[src/rtl/spi_master.sv]
// SPI mode-0 initiator: shifts one DATA_WIDTH-bit frame out on mosi (MSB first) while sampling miso.
// Latency: done pulses (2*DATA_WIDTH+1)*CLK_DIV+1 cycles after the accepting start; all outputs registered.
// Backpressure: start is taken only in IDLE; requests while busy are dropped, never queued.
module spi_master #(
  parameter int DATA_WIDTH = 8,
  parameter int CLK_DIV    = 4
) (
  input  logic                  clk,
  input  logic                  reset,
  input  logic                  start,
  input  logic [DATA_WIDTH-1:0] data_to_send,
  output logic                  busy,
  output logic                  done,
  output logic [DATA_WIDTH-1:0] data_received,
  output logic                  sck,
  output logic                  mosi,
  output logic                  cs,
  input  logic                  miso
);

  localparam int DW = $clog2(CLK_DIV);
  localparam int BW = $clog2(DATA_WIDTH + 1);
  localparam logic [DW-1:0] DIV_LAST = DW'(CLK_DIV - 1);
  localparam logic [BW-1:0] BIT_LAST = BW'(DATA_WIDTH);

  typedef enum logic [2:0] {IDLE, SETUP, HIGH, LOW, HOLD, FINISH} state_t;

  state_t                state, state_nxt;
  logic [DW-1:0]         div_cnt, div_nxt;
  logic [BW-1:0]         bit_cnt, bit_nxt;
  logic [DATA_WIDTH-1:0] tx_sr, tx_nxt;
  logic [DATA_WIDTH-1:0] rx_sr, rx_nxt;
  logic [DATA_WIDTH-1:0] dr_nxt;
  logic                  sck_nxt, mosi_nxt, cs_nxt, busy_nxt, done_nxt;
  logic                  div_last;

  assign div_last = (div_cnt == DIV_LAST);

  // State and every output register; the comb block below precomputes next values so outputs stay glitch-free.
  always_ff @(posedge clk) begin
    if (reset) begin
      state         <= IDLE;
      div_cnt       <= '0;
      bit_cnt       <= '0;
      tx_sr         <= '0;
      rx_sr         <= '0;
      data_received <= '0;
      sck           <= 1'b0;
      mosi          <= 1'b0;
      cs            <= 1'b1;
      busy          <= 1'b0;
      done          <= 1'b0;
    end else begin
      state         <= state_nxt;
      div_cnt       <= div_nxt;
      bit_cnt       <= bit_nxt;
      tx_sr         <= tx_nxt;
      rx_sr         <= rx_nxt;
      data_received <= dr_nxt;
      sck           <= sck_nxt;
      mosi          <= mosi_nxt;
      cs            <= cs_nxt;
      busy          <= busy_nxt;
      done          <= done_nxt;
    end
  end

  // Next-state and next-output logic; each phase lasts CLK_DIV cycles, actions fire on phase entry.
  always_comb begin
    state_nxt = state;
    div_nxt   = div_last ? '0 : div_cnt + 1'b1;
    bit_nxt   = bit_cnt;
    tx_nxt    = tx_sr;
    rx_nxt    = rx_sr;
    dr_nxt    = data_received;
    sck_nxt   = sck;
    mosi_nxt  = mosi;
    cs_nxt    = cs;
    busy_nxt  = busy;
    done_nxt  = 1'b0;
    case (state)
      IDLE: begin
        div_nxt = '0;
        if (start) begin
          state_nxt = SETUP;
          tx_nxt    = data_to_send;
          rx_nxt    = '0;
          bit_nxt   = '0;
          cs_nxt    = 1'b0;
          sck_nxt   = 1'b0;
          mosi_nxt  = data_to_send[DATA_WIDTH-1];
          busy_nxt  = 1'b1;
        end
      end
      SETUP, LOW: begin
        // Rising sck edge: the far end has had a full half-period to settle miso.
        if (div_last) begin
          state_nxt = HIGH;
          sck_nxt   = 1'b1;
          rx_nxt    = {rx_sr[DATA_WIDTH-2:0], miso};
          bit_nxt   = bit_cnt + 1'b1;
        end
      end
      HIGH: begin
        if (div_last) begin
          sck_nxt = 1'b0;
          if (bit_cnt == BIT_LAST) begin
            state_nxt = HOLD;
          end else begin
            state_nxt = LOW;
            tx_nxt    = tx_sr << 1;
            mosi_nxt  = tx_sr[DATA_WIDTH-2];
          end
        end
      end
      HOLD: begin
        // cs stays low one more half-period after the last falling edge.
        if (div_last) begin
          state_nxt = FINISH;
          cs_nxt    = 1'b1;
          done_nxt  = 1'b1;
          dr_nxt    = rx_sr;
          mosi_nxt  = 1'b0;
        end
      end
      FINISH: begin
        state_nxt = IDLE;
        div_nxt   = '0;
        busy_nxt  = 1'b0;
      end
      default: begin
        state_nxt = IDLE;
      end
    endcase
  end

endmodule
[config.mk]
export PLATFORM = sky130hd
export DESIGN_NAME = spi_master
export DESIGN_NICKNAME = d
export VERILOG_FILES = /design/src/rtl/spi_master.sv
export SDC_FILE = /design/constraint.sdc
export NUM_CORES = 1
export LEC_CHECK = 0
export ABC_AREA = 1
export BUFFER_PORTS_ARGS = -buffer_cell sky130_fd_sc_hd__buf_2
export CORE_ASPECT_RATIO = 0.8
export CORE_MARGIN = 8
export CORE_UTILIZATION = 25
export DETAILED_ROUTE_END_ITERATION = 10
export PLACE_DENSITY = 0.49
export SYNTH_ARGS = -nofsm -noshare
export SYNTH_HDL_FRONTEND = slang
export SYNTH_SLANG_ARGS = --single-unit
[constraint.sdc]
create_clock -name clk -period 3.3 [get_ports clk]
set_input_delay 0.825 -clock clk [delete_from_list [all_inputs] [get_ports clk]]
set_output_delay 0.825 -clock clk [all_outputs]
set_load 0.02 [all_outputs]
==> reports/metrics.cfg, run 1 <==
[logic_synthesis]
avgSynthCellArea_um2=7.08
netlist_area_um2=1680
synth_cell_types=24
seq_area_frac_synth_pct=44.1
synth-warning-count=0
synth_nets=252
ys_ff_latch=37
syn_inst=237

[clock_tree]
htree_levels=2
cts_sinks=37
cts_resized=0
cts_tree=built
worstSkewPairLatency_ns=0.28
cts_setup_buffers=0
cts_buffers=5
cts_root_buffer=clkbuf_8
cts_max_path_buffers=2
clk_pin_slew_ns=0.08
cts_hold_buf=0

[route]
wl_met3_um=153
wl_um=3580
wl_per_cell_um=10.3
dr_wl_met2_um=1470
first_pass_iters=4
top_layer_used=met4
avgViaCountPerCell=4.08
drc=0
wl_met1_um=1920
dr_total_vias=1424
antenna_left=0
drt_iter0_markers=56

[finish]
num_antenna_cells=0
area_growth_syn_to_layout_pct=17.7
layout_commonest_cell=nand2_1
stdcell_count=349
finalNetCount=279
drive_gt1_share_pct=21.9
layout_common_cells=nand2_1 (77), dfxtp_1 (37), nor2_1 (34)
nFillCells=717

[grt]
grt.total_usage_pct=7.82
grt_pass1_vias=1325
gr-total-overflow=0
grt_pass1_wl_um=6070
grt_max_degree=25
antenna_found_initial=0

[placement]
dp_slack_ns=1.20
io_buffers=24
placedCellCount=341
gp_congestion=0.752
dp_hpwl_um=2570

[timing]
fin_skew_ns=0.00652
fin_ws_ns=1.55
worst_pin_slew_ns=0.686
drv_slew=0
fin_crit_ns=1.75
max_freq_mhz=570
hold_violations=0
finalCritPeriodShare_pct=53.2
finalSetupTns_ns=0
setup_violations=0
rsz0062_at_grt=false
hold_ws_ns=0.429
slew_headroom_pct=54.2

[hold_path]
hp-class=flip-flop to flip-flop
min_to=div_cnt[0]$_SDFF_PP0_
min_path_cells=1
hp-start=div_cnt[0]$_SDFF_PP0_

[setup_path]
startpoint_type=input pin
timing.rr.start=div_cnt[0]$_SDFF_PP0_
path_class=input pin to flip-flop
crit_required_ns=3.54
ff2ff_path_depth=8
crit_fanout=24
r2r-end=tx_sr[1]$_SDFFE_PP0P_
rrSetupSlack_ns=1.65
crit_path_end_kind=flip-flop
cp.arrival_ns=1.99

[floorplan]
initial_core_util_pct=26.1
io_pins=25
core_um2=6440
die_width_um=108
die_area_um2=9610
die_y_um=89.3
rows=26

[power]
p_switching_w=0.000612
clockPowerShare_pct=24.9
finalPower_w=0.00158
combPwrFrac_pct=34.9
power_density_nw_per_um2=801
p_leak_nw=0.980
power_frac_seq_pct=40.2
ir_drop_mv=0.201
swShare_pct=38.6
internal_power_w=0.000971

[run_status]
outcome=completed

[job]
max_cap_viol_count=0

-- state kept, by name (all words and copies together) (netlist names), 2 cells and up --
name	count
data_received	8
state	3
rx_sr	8
div_cnt	2
tx_sr	7
bit_cnt	4
-- cells in the mapped netlist --
| cell | count | area, µm² |
|---|---|---|
| buf_12 | 1 | 20.0 |
| nor4_1 | 1 | 6.26 |
| nand3_2 | 1 | 10.0 |
| nor2_2 | 9 | 56.3 |
| inv_2 | 3 | 11.3 |
| a21oi_1 | 16 | 80.1 |
| or2_0 | 1 | 6.26 |
| nor2_4 | 2 | 22.5 |
| buf_6 | 2 | 22.5 |
| o21ai_0 | 5 | 25.0 |
| clkbuf_1 | 1 | 3.75 |
| nand2_2 | 8 | 50.1 |
| o21ai_1 | 7 | 35.0 |
| nand4_1 | 1 | 6.26 |
| nand3_1 | 6 | 30.0 |
| dfxtp_1 | 37 | 741 |
| buf_2 | 1 | 5.00 |
| ha_1 | 3 | 37.5 |
| nand2_1 | 77 | 289 |
| inv_1 | 17 | 63.8 |
| nand2_4 | 1 | 11.3 |
| nor2_1 | 34 | 128 |
| nand3b_2 | 1 | 11.3 |
| clkinv_1 | 2 | 7.51 |
-- metrics by stage --
stage	util [%]	area (µm²)
4_1_cts	30.7	1980
3_3_place_gp	28.9	1860
2_1_floorplan	-	1680
5_1_grt	30.7	1980
3_5_place_dp	28.9	1860
6_report	30.7	1980
-- power by group through the flow --
stage	combinational, W	clock [W]	sequential [W]
after global placement	0.000555	0	0.000646
after global routing	0.000641	0.000430	0.000651
final	0.000552	0.000394	0.000636
after detailed placement	0.000555	0	0.000645
after CTS	0.000558	0.000410	0.000636
after floorplan	0.000466	0	0.000649
-- cell type report --
class                   instances  area [µm²]  share of cell area [%]
multi-input cells             173         805                    40.7
repair buffers                 25         128                    6.46
clock buffers                   5        68.8                    3.48
flip-flops and latches         37         741                    37.5
clock inverters                 3        46.3                    2.34
well taps                      84         105                    5.32
inverters                      22        82.6                    4.18
-- cells by family after synthesis --
family / Yosys count / share of synthesized area (%)
AO/OA/AOI/OAI: 28 / 8.35
buffers and inverters: 27 / 7.97
flip-flops: 37 / 44.1
AND/OR/NAND/NOR: 142 / 37.3
adder cells (fa/ha/maj): 3 / 2.24
-- how the worst max path moves through the flow --
| stage | start | to | slack, ns | cells past startpoint |
|---|---|---|---|---|
| global route | reset | data_received[6]$_SDFFE_PP0P_ | 1.40 | 6 |
| global placement | reset | cs$_SDFFE_PP1P_ | 1.25 | 5 |
| CTS | reset | data_received[2]$_SDFFE_PP0P_ | 1.51 | 6 |
| floorplan | start | tx_sr[4]$_SDFFE_PP0P_ | 1.75 | 7 |
| finish | reset | data_received[2]$_SDFFE_PP0P_ | 1.55 | 6 |
| detailed placement | reset | cs$_SDFFE_PP1P_ | 1.20 | 5 |
-- critical path: stages --
cell and delay, ns:
buf_2 0.11, inv_1 0.50, o21ai_0 0.21, clkinv_1 0.21
nand2_1 0.07, nand2_1 0.06
-- layer usage --
layer / GRT usage [%] / vias to the layer above
li1: - / 783
met1: 10.4 / 616
met2: 11.4 / 23
met3: 2.16 / 2
met4: 3.77 / 0
met5: 0 / -
Power figures use the tool's default switching activity.
==> run 2: changes to the inputs <==
clock period = 1.7 ns   (was 3.3 ns; I/O delays follow)
==> reports/metrics.cfg, run 2 (same netlist as run 1, synthesis figures left out) <==
[run_status]
outcome=completed

[power]
power_density_nw_per_um2=1560  ; +94%
clockPowerShare_pct=23.9  ; -1.0 points
finalPower_w=0.00319  ; +100%
combPwrFrac_pct=38.1  ; +3.2 points
p_leak_nw=1.02  ; +4.5%
p_switching_w=0.00120  ; +96%
internal_power_w=0.00199  ; +110%
swShare_pct=37.5  ; -1.1 points
ir_drop_mv=0.433  ; +110%
power_frac_seq_pct=38.1  ; -2.1 points

[clock_tree]
worstSkewPairLatency_ns=0.29  ; about the same
cts_sinks=37  ; unchanged
cts_tree=built
clk_pin_slew_ns=0.08  ; about the same
cts_hold_buf=0  ; unchanged
cts_max_path_buffers=2  ; unchanged
cts_root_buffer=clkbuf_8
cts_setup_buffers=0  ; unchanged
htree_levels=2  ; unchanged
cts_buffers=5  ; unchanged
cts_resized=0  ; unchanged

[setup_path]
rrSetupSlack_ns=0.22  ; -1.43 ns
path_class=flip-flop to flip-flop
path_cells=inv_2 -> nand3_1 -> nand2_2 -> buf_4 -> o21ai_0 -> nor2_1
crit_required_ns=1.87  ; -1.67 ns
crit_fanout=12  ; -50%
critPathMaxStageDelay_ns=0.51  ; about the same
cp.arrival_ns=1.65  ; -0.34 ns
timing.rr.start=state[2]$_SDFFE_PP0P_
cp-startpoint=state[2]$_SDFFE_PP0P_
r2r-end=rx_sr[0]$_SDFFE_PP0P_
critPathSlowestCell=dfxtp_1
startpoint_type=flip-flop
ff2ff_path_depth=6  ; -2
crit_path_end=rx_sr[0]$_SDFFE_PP0P_
crit_path_end_kind=flip-flop

[timing]
worst_pin_slew_ns=0.320  ; -0.366 ns
drv_slew=0  ; unchanged
rsz0062_at_grt=false
fin_ws_ns=0.216  ; -1.33 ns
finalCritPeriodShare_pct=87.3
fin_skew_ns=0.0112  ; +0.00473 ns
slew_headroom_pct=78.6  ; +24 points
setup_violations=0  ; unchanged
fin_crit_ns=1.48
max_freq_mhz=674
hold_ws_ns=0.338  ; -0.0901 ns
finalSetupTns_ns=0  ; unchanged
hold_violations=0  ; unchanged

[floorplan]
rows=26  ; unchanged
core_um2=6440  ; unchanged
die_y_um=89.3  ; unchanged
die_area_um2=9610  ; unchanged
die_width_um=108  ; unchanged
io_pins=25  ; unchanged
initial_core_util_pct=26.1  ; unchanged

[route]
first_pass_iters=4  ; unchanged
dr_total_vias=1474  ; +3.5%
drt_iter0_markers=54  ; -3.6%
antenna_left=0  ; unchanged
wl_per_cell_um=9.92  ; -3.4%
wl_um=3540  ; -1.2%
avgViaCountPerCell=4.13  ; +1.2%
drc=0  ; unchanged

[finish]
finalNetCount=287  ; +2.9%
num_antenna_cells=0  ; unchanged
layout_common_cells=nand2_1 (77), dfxtp_1 (37), nor2_1 (34)
area_growth_syn_to_layout_pct=22.0
ff_latch_area_um2=741  ; unchanged
drive_gt1_share_pct=24.2  ; +2.3 points
nFillCells=697  ; -2.8%
final_area_um2=2050  ; +3.7%
layout_commonest_cell=nand2_1
multiInputGateArea_um2=805  ; unchanged
largestRegisters=data_received: 8 flops, rx_sr: 8 flops, tx_sr: 7 flops

[job]
max_cap_viol_count=0  ; unchanged

[placement]
io_buffers=24  ; unchanged
dp_slack_ns=0.243  ; -0.956 ns
gp_congestion=0.837  ; +11%
post_dp_cell_area_um2=1930  ; +3.9%
dp_hpwl_um=2660  ; +3.8%

[hold_path]
min_path_cells=2  ; +1
hp-class=input pin to flip-flop

[grt]
grt_max_degree=15  ; -40%
grt_pass1_vias=1389  ; +4.8%
gr-total-overflow=0  ; unchanged
antenna_found_initial=0  ; unchanged
grt.total_usage_pct=8.24  ; +0.42 points
grt_pass1_wl_um=6420  ; +5.7%

-- run 2: through the flow --
stage | instances | util, %
finish | 357 | 31.8
global route | 357 | 31.8
CTS | 357 | 31.8
detailed placement | 349 | 30.0
global placement | 349 | 30.0
floorplan | 237 | -
-- run 2: layer usage --
metal	track usage [%]	vias up	routed length [µm]
li1	-	805	-
met1	10.4	620	1780
met2	12.2	39	1440
met3	2.59	10	221
met4	4.65	0	101
met5	0	-	0
-- run 2: worst min path at each step --
stage,startpoint,end,slack [ns]
after CTS,reset,state[0]$_SDFFE_PP0P_,0.33
after floorplan,div_cnt[0]$_SDFF_PP0_,div_cnt[0]$_SDFF_PP0_,0.40
after global routing,reset,state[0]$_SDFFE_PP0P_,0.34
after global placement,div_cnt[0]$_SDFF_PP0_,div_cnt[0]$_SDFF_PP0_,0.41
final,reset,state[0]$_SDFFE_PP0P_,0.34
after detailed placement,div_cnt[0]$_SDFF_PP0_,div_cnt[0]$_SDFF_PP0_,0.41
-- run 2: worst max-delay path, delay by kind of cell, from the launching register on --
family	cells	cell delay [ns]
simple gates	3	0.38
flops	1	0.51
compound gates	1	0.17
buf+inv	2	0.31
-- run 2: layout make-up --
class	instances	area share [%]
repair buffers	33	9.77
clock buffers	5	3.36
inverters	22	4.03
clock inverters	3	2.26
multi-input cells	173	39.3
flip-flops and latches	37	36.2
well taps	84	5.13
-- run 2: power groups by stage --
stage	Sequential [W]	Clock, W	Combinational (W)
floorplan	0.00126	0	0.000905
global placement	0.00123	0	0.00123
detailed placement	0.00123	0	0.00122
CTS	0.00121	0.000789	0.00123
global route	0.00125	0.000825	0.00140
finish	0.00121	0.000761	0.00121
